File: src/rtl/fifo_read_packer.sv
// Drain stage for sync_fifo: pops WIDTH-bit words and packs PACK of them into one
// wide valid/ready beat; a flush emits whatever has been collected so far.
module fifo_read_packer #(
  parameter int WIDTH = 4,
  parameter int PACK  = 4,
  parameter int CNT_W = $clog2(PACK + 1)
) (
  input  logic                    clk_i,
  input  logic                    rst_ni,
  input  logic                    empty_i,
  input  logic [WIDTH-1:0]        rdata_i,
  input  logic                    fifo_err_i,
  output logic                    rd_en_o,
  input  logic                    flush_i,
  output logic [WIDTH*PACK-1:0]   out_data_o,
  output logic [CNT_W-1:0]        out_cnt_o,
  output logic                    out_valid_o,
  input  logic                    out_ready_i,
  output logic                    err_o
);

  // Handshake: a beat transfers on a rising edge where out_valid_o && out_ready_i;
  // once raised, out_valid_o and the payload hold until that transfer happens.

  typedef enum logic {
    ST_FILL = 1'b0,
    ST_HOLD = 1'b1
  } state_e;

  state_e                      state_q, state_d;
  logic [CNT_W-1:0]            issued_q, issued_d;
  logic [CNT_W-1:0]            recv_q, recv_d;
  logic                        rd_pend_q, rd_pend_d;
  logic                        flush_q, flush_d;
  logic                        err_q, err_d;
  logic [PACK-1:0][WIDTH-1:0]  lanes_q, lanes_d;
  logic                        rd_en;

  always_comb begin
    state_d   = state_q;
    issued_d  = issued_q;
    recv_d    = recv_q;
    rd_pend_d = 1'b0;
    flush_d   = flush_q;
    lanes_d   = lanes_q;
    rd_en     = 1'b0;

    case (state_q)
      ST_FILL: begin
        // Gated by rst_ni so the pop request drops the instant reset asserts.
        rd_en     = rst_ni && !empty_i && (issued_q < CNT_W'(PACK)) && !flush_q;
        rd_pend_d = rd_en;
        if (rd_en) begin
          issued_d = issued_q + CNT_W'(1);
        end
        if (rd_pend_q) begin
          for (int i = 0; i < PACK; i++) begin
            if (recv_q == CNT_W'(i)) begin
              lanes_d[i] = rdata_i;
            end
          end
          recv_d = recv_q + CNT_W'(1);
        end
        if (flush_i && ((issued_q != '0) || rd_en)) begin
          flush_d = 1'b1;
        end
        // Close the word once every issued pop has landed and it is full or flushed.
        if (!rd_pend_d && (recv_d == issued_d) && (issued_d != '0) &&
            ((issued_d == CNT_W'(PACK)) || flush_d)) begin
          state_d = ST_HOLD;
          flush_d = 1'b0;
        end
      end
      ST_HOLD: begin
        if (out_ready_i) begin
          state_d  = ST_FILL;
          issued_d = '0;
          recv_d   = '0;
          flush_d  = 1'b0;
          lanes_d  = '0;
        end
      end
      default: state_d = ST_FILL;
    endcase

    err_d = err_q | (fifo_err_i & rd_pend_q);
  end

  always_ff @(posedge clk_i or negedge rst_ni) begin
    if (!rst_ni) begin
      state_q   <= ST_FILL;
      issued_q  <= '0;
      recv_q    <= '0;
      rd_pend_q <= 1'b0;
      flush_q   <= 1'b0;
      err_q     <= 1'b0;
      lanes_q   <= '0;
    end else begin
      state_q   <= state_d;
      issued_q  <= issued_d;
      recv_q    <= recv_d;
      rd_pend_q <= rd_pend_d;
      flush_q   <= flush_d;
      err_q     <= err_d;
      lanes_q   <= lanes_d;
    end
  end

  assign rd_en_o     = rd_en;
  assign out_valid_o = (state_q == ST_HOLD);
  assign out_cnt_o   = (state_q == ST_HOLD) ? recv_q : '0;
  assign out_data_o  = (state_q == ST_HOLD) ? lanes_q : '0;
  assign err_o       = err_q;

endmodule

File: config.mk
export PLATFORM = sky130hd
export DESIGN_NAME = fifo_read_packer
export DESIGN_NICKNAME = d
export VERILOG_FILES = /design/src/rtl/fifo_read_packer.sv
export SDC_FILE = /design/constraint.sdc
export NUM_CORES = 1
export LEC_CHECK = 0
export ABC_CLOCK_PERIOD_IN_PS = 2000
export BUFFER_PORTS_ARGS = -buffer_cell sky130_fd_sc_hd__buf_2
export CORE_ASPECT_RATIO = 0.9
export CORE_MARGIN = 2
export CORE_UTILIZATION = 46
export DETAILED_ROUTE_END_ITERATION = 16
export GPL_TIMING_DRIVEN = 0
export PLACE_DENSITY_LB_ADDON = 0.05
export REMOVE_ABC_BUFFERS = 1
export SKIP_LAST_GASP = 1
export SYNTH_ARGS = -nofsm -noshare
export SYNTH_HDL_FRONTEND = slang
export SYNTH_SLANG_ARGS = --single-unit
export TNS_END_PERCENT = 30
File: constraint.sdc
create_clock -name clk_i -period 2 [get_ports clk_i]
set_clock_uncertainty 0.1 [all_clocks]
set_input_delay 0.4 -clock clk_i [delete_from_list [all_inputs] [get_ports clk_i]]
set_output_delay 0.4 -clock clk_i [all_outputs]
set_load 0.01 [all_outputs]
==> flow_summary.ini, run 1 <==
[sta]
tns_ns = 0
worst_pin_slew_ns = 0.534
setup_violations = 0
relSlewSlack_pct = 64.4
fin_crit_ns = 1.97
rsz0062_at_grt = yes
fin_crit_sh_pct = 98.6
hold_viol = 0
hold_ws_ns = 0.185
final_max_slew_viol_count = 0
fmax_mhz = 507

[floorplanning]
rows = 19
chipWidth_um = 62.7
ios = 32
core_um2 = 3000
start_util_pct = 47.6
die_y_um = 56.8
dieArea_um2 = 3560

[yosys]
synth_most_common_cell = dfrtp_1
synthCells = 135
synthTopCellsByCount = dfrtp_1, and2_1, mux2_1
yosys_warnings = 0
ys_seq_area_share_pct = 45.6
synth-edff-count = 0
ys_async_sr_fraction_pct = 100
synth-main-ff-cell = dfrtp_1
synth_area_leaders = dfrtp_1, mux2_1, and2_1
synth_area_leader_cell = dfrtp_1
synth_area_um2 = 1430
ys_ff_latch = 26
ys_types = 31
avgSynthCellArea_um2 = 10.6
synth_top_area_share_pct = 45.6

[pwr]
switching_share_pct = 36.4
leakage_uw = 0.000936
irDropWorstVdd_mv = 0.626
p_switching_uw = 872
power_density_nw_per_um2 = 1320
seq_power_share_pct = 42.1
p_comb_share_pct = 43.0
clkPwrFrac_pct = 15.0
power.total_uw = 2390
internal_power_uw = 1520

[routing]
wl_per_cell_um = 13.9
vias = 1074
wl_met2_mm = 1.45
drc_errors = 0
drt-total-wl_mm = 2.97
antenna_left = 0
drt-initial-drc-count = 41
routed-wl-met3_um = 109
post_drt_via_cell_ratio = 5.02
detail_route.first_pass.iterations = 4
top_layer = met4
drt-met1-wl_mm = 1.39

[layout]
drive_gt1_share_pct = 33.1
fillers = 275
n_antenna_cell = 0
design_area_um2 = 1810
nets = 190
area_growth_syn_to_layout_pct = 27.1
post-route-util_pct = 60.5

[clock_tree]
clock_latency_ns = 0.31
numClockSinks = 26
h-tree-depth = 1
path_clk_slew_ns = 0.14
clockRootBuffer = clkbuf_4
cts_tree = built
cts_buffer_depth = 2
cts_buffers = 3

[global_route]
track_usage_pct = 18.4
grt_max_degree = 42
grt_pass1_vias = 1007
grt.overflow.total = 0
grt_first_pass_wirelength_mm = 5.03
antenna_found_initial = 0

[critical_path]
path_cells = nor4b_4, nor2b_1, buf_2
critPathKind = reg -> out
worst-r2r-cell-count = 7
cp-end-kind = primary output
worstPathRequired_ns = 1.50
start_kind = register
cp_max_fo = 4
cpPeakStageDelay_ns = 0.43
crit_slowest_cell = dfrtp_1
arrival_ns = 1.47

[flow_run]
drv_cap = 0

[placement]
place_area_um2 = 1610
io_buffers = 31
gp_congestion = 0.694
place_hpwl_mm = 1.99

[hold_path]
min_path_type = in -> reg
min_path_cells = 2

[outcome]
status = completed
[metrics by stage]
| stage | instances | worst slack, ns |
|---|---|---|
| 4_1_cts | 213 | -0.0205 |
| 5_1_grt | 214 | -0.0809 |
| 2_1_floorplan | 129 | 0.0102 |
| 6_report | 214 | 0.0271 |
| 3_3_place_gp | 202 | -0.576 |
| 3_5_place_dp | 202 | -0.612 |
[repair_timing]
item,in CTS,in global routing
hold buffers,2,0
setup buffers,5,2
setup endpoints to repair,35,3
endpoints found under the hold margin,26,0
gates cloned,0,0
pin swaps,4,6
resized for setup,6,10
[cell usage in the layout, fill, tap and decap left out, types with 2 or more instances in the layout]
cell type,instances
nor2b_1,6
mux2i_1,5
dfrtp_1,22
nand2_1,11
and2_1,14
nand2b_1,2
buf_2,30
a21oi_1,6
dfrtp_2,3
ha_1,5
buf_4,6
o21ai_0,2
mux2_1,12
clkbuf_4,3
xnor2_1,2
ha_4,2
o22ai_1,7
inv_1,11
[power groups by stage]
stage | registers, uW | clock network, uW | logic (uW)
detailed placement | 1020 | 0 | 824
CTS | 988 | 372 | 970
floorplan | 964 | 0 | 617
global route | 1050 | 399 | 1150
finish | 1010 | 358 | 1030
global placement | 1000 | 0 | 795
[flip-flops by register name, summed over array words and instances, names as in the netlist]
signal,count
out_valid_o,1
rd_pend_q,1
recv_q,3
issued_q,3
flush_q,1
lanes_q,16
err_o,1
[path summary, 6_finish.rpt]
check	start	endpoint	slack (ns)
worst max-delay path	issued_q[2]$_DFFE_PN0P_	rd_en_o	0.03
worst min-delay path	fifo_err_i	err_o$_DFF_PN0_	0.18
worst max register to register	recv_q[1]$_DFFE_PN0P_	flush_q$_DFFE_PN0P_	0.03
worst min register to register	err_o$_DFF_PN0_	err_o$_DFF_PN0_	0.37
max in group asynchronous	rst_ni	out_valid_o$_DFF_PN0_	1.11
min in group asynchronous	rst_ni	lanes_q[14]$_DFFE_PN0P_	0.52
[metal layers]
layer | GRT usage, % | vias to the layer above
met5 | 0 | -
met2 | 29.3 | 23
met3 | 3.81 | 2
met1 | 25.3 | 519
met4 | 5.71 | 0
li1 | - | 530
[critical path: cells and delay by family (launching register included)]
| kind | cells | cell delay, ns |
|---|---|---|
| flops | 1 | 0.43 |
| simple gates | 2 | 0.55 |
| buf+inv | 1 | 0.18 |
[logic make-up after synthesis]
family | after synthesis | synth area share (%)
xor+xnor | 3 | 1.84
fa+ha+maj | 7 | 6.14
simple gates | 40 | 17.2
compound gates | 23 | 10.6
flops | 26 | 45.6
buf+inv | 18 | 4.82
mux | 18 | 13.8
[layout make-up]
| cell class | count | area, um2 | area share, % |
|---|---|---|---|
| Tap cell | 42 | 52.6 | 2.90 |
| Clock inverter | 1 | 30.0 | 1.66 |
| Timing Repair Buffer | 39 | 236 | 13.0 |
| Inverter | 12 | 47.5 | 2.62 |
| Clock buffer | 3 | 22.5 | 1.24 |
| Multi-Input combinational cell | 91 | 766 | 42.2 |
| Sequential cell | 26 | 658 | 36.3 |
(Power assumes the default switching activity.)
==> run 2, diff against run 1 <==
- CELL_PAD_IN_SITES_DETAIL_PLACEMENT: not set -> 1
- CELL_PAD_IN_SITES_GLOBAL_PLACEMENT: not set -> 2
- CORE_UTILIZATION: 46 -> 30
==> flow_summary.ini, run 2 (synthesized netlist as in run 1, its figures left out) <==
[outcome]
status = completed

[critical_path]
start_kind = register
cpPeakStageDelay_ns = 0.44
critPathKind = reg -> reg
cp-end-kind = register
cp_num_buf_inv = 1
path_cells = nor4b_4, buf_6, mux2i_4, nand3_2, a2111oi_4, o32ai_2
critPathTopFamily = compound AO/OA/AOI/OAI gates
worstPathRequired_ns = 2.04
crit_slowest_cell = dfrtp_2
cp_max_fo = 4
arrival_ns = 2.02

[layout]
mostFrequentLayoutCells = buf_2, dfrtp_1, and2_1
largest_register_ffs = 16
area_growth_syn_to_layout_pct = 30.7
design_area_um2 = 1860
largest_registers = lanes_q: 16 flops, issued_q: 3 flops, recv_q: 3 flops
final_common_cell = buf_2
ff_latch_area_um2 = 658
n_antenna_cell = 0
regMostFlops = lanes_q
fillers = 522
nets = 193
multi_input_area_um2 = 779
drive_gt1_share_pct = 35.6

[pwr]
p_comb_share_pct = 45.9
internal_power_uw = 1510
power_density_nw_per_um2 = 1300
irDropWorstVdd_mv = 0.444
p_switching_uw = 913
leakage_uw = 0.000944
clkPwrFrac_pct = 12.3
seq_power_share_pct = 41.9
switching_share_pct = 37.7

[sta]
worst_pin_slew_ns = 0.508
finalWorstSetupSlack_ns = 0.0180
hold_viol = 0
final_max_slew_viol_count = 0
fmax_mhz = 505
fin_crit_sh_pct = 99.1
fin_crit_ns = 1.98
rsz0062_at_grt = yes
setup_violations = 0
relSlewSlack_pct = 66.2

[global_route]
track_usage_pct = 13.7
grt_max_degree = 42
grt.overflow.total = 0
grt_pass1_vias = 1148
grt_first_pass_wirelength_mm = 5.83
antenna_found_initial = 0

[routing]
post_drt_via_cell_ratio = 4.59
drt-total-wl_mm = 3.45
wl_per_cell_um = 14.6
antenna_left = 0
drc_errors = 0
drt-initial-drc-count = 18
vias = 1083
detail_route.first_pass.iterations = 3

[placement]
gp_congestion = 0.689
io_buffers = 31
place_area_um2 = 1640
post-place-ws_ns = -0.702
place_hpwl_mm = 2.44

[clock_tree]
cts_buffers = 3
cts_tree = built
numClockSinks = 26
clock_latency_ns = 0.27
h-tree-depth = 1
cts_buffer_depth = 2
clockRootBuffer = clkbuf_8
path_clk_slew_ns = 0.09

[floorplanning]
core_um2 = 4520
chipWidth_um = 76.7
die_y_um = 69.4
start_util_pct = 31.6
dieArea_um2 = 5320
ios = 32
rows = 23

[flow_run]
drv_cap = 0

[hold_path]
min_path_type = in -> reg
-- run 2: routing by layer --
metal	global-route usage [%]	up-vias	part of all wire (%)	wire (um)
li1	-	530	-	-
met1	19.0	530	50	1740
met2	21.8	21	45	1560
met4	3.03	0	0.49	17
met3	3.13	2	3.8	132
met5	0	-	0	0
-- run 2: worst paths after layout --
path	from	to	slack (ns)	depth (start not counted)
min in group asynchronous	rst_ni	issued_q[2]$_DFFE_PN0P_	0.55	3
setup reg to reg	flush_q$_DFFE_PN0P_	flush_q$_DFFE_PN0P_	0.02	6
hold reg to reg	err_o$_DFF_PN0_	err_o$_DFF_PN0_	0.36	1
hold / removal	fifo_err_i	err_o$_DFF_PN0_	0.23	2
setup / recovery	flush_q$_DFFE_PN0P_	flush_q$_DFFE_PN0P_	0.02	6
max in group asynchronous	rst_ni	issued_q[0]$_DFFE_PN0P_	1.08	3
-- run 2: timing repair --
action                     CTS  global route
hold endpoints to repair    26             0
buffers inserted             2             7
setup endpoints to repair   35            15
hold buffers                 2             0
cloned                       0             0
gates resized for setup      5            15
pin swaps                    0             5
-- run 2: area by class of cell --
class                           count  area share (%)
Clock buffer                        3            2.21
Inverter                           12            2.42
Multi-Input combinational cell     91            41.8
Sequential cell                    26            35.3
Tap cell                           62            4.16
Timing Repair Buffer               42            14.1
-- run 2: power groups by stage --
stage	combinational [uW]	sequential (uW)	clock (uW)
6_report	1110	1010	297
5_1_grt	1250	1060	335
4_1_cts	927	1010	311
3_5_place_dp	850	1030	0
3_3_place_gp	818	1010	0
2_1_floorplan	617	964	0
-- run 2: per-stage QoR --
stage	TNS (ns)	cells	hold slack [ns]	util [%]	total power, uW
2_1_floorplan	0	129	0.00441	-	1580
6_report	0	236	0.232	41.3	2420
5_1_grt	-0.455	236	0.241	41.3	2650
3_3_place_gp	-6.96	222	0.337	36.2	1830
3_5_place_dp	-7.33	222	0.343	36.2	1880
4_1_cts	-0.235	229	0.228	38.6	2250
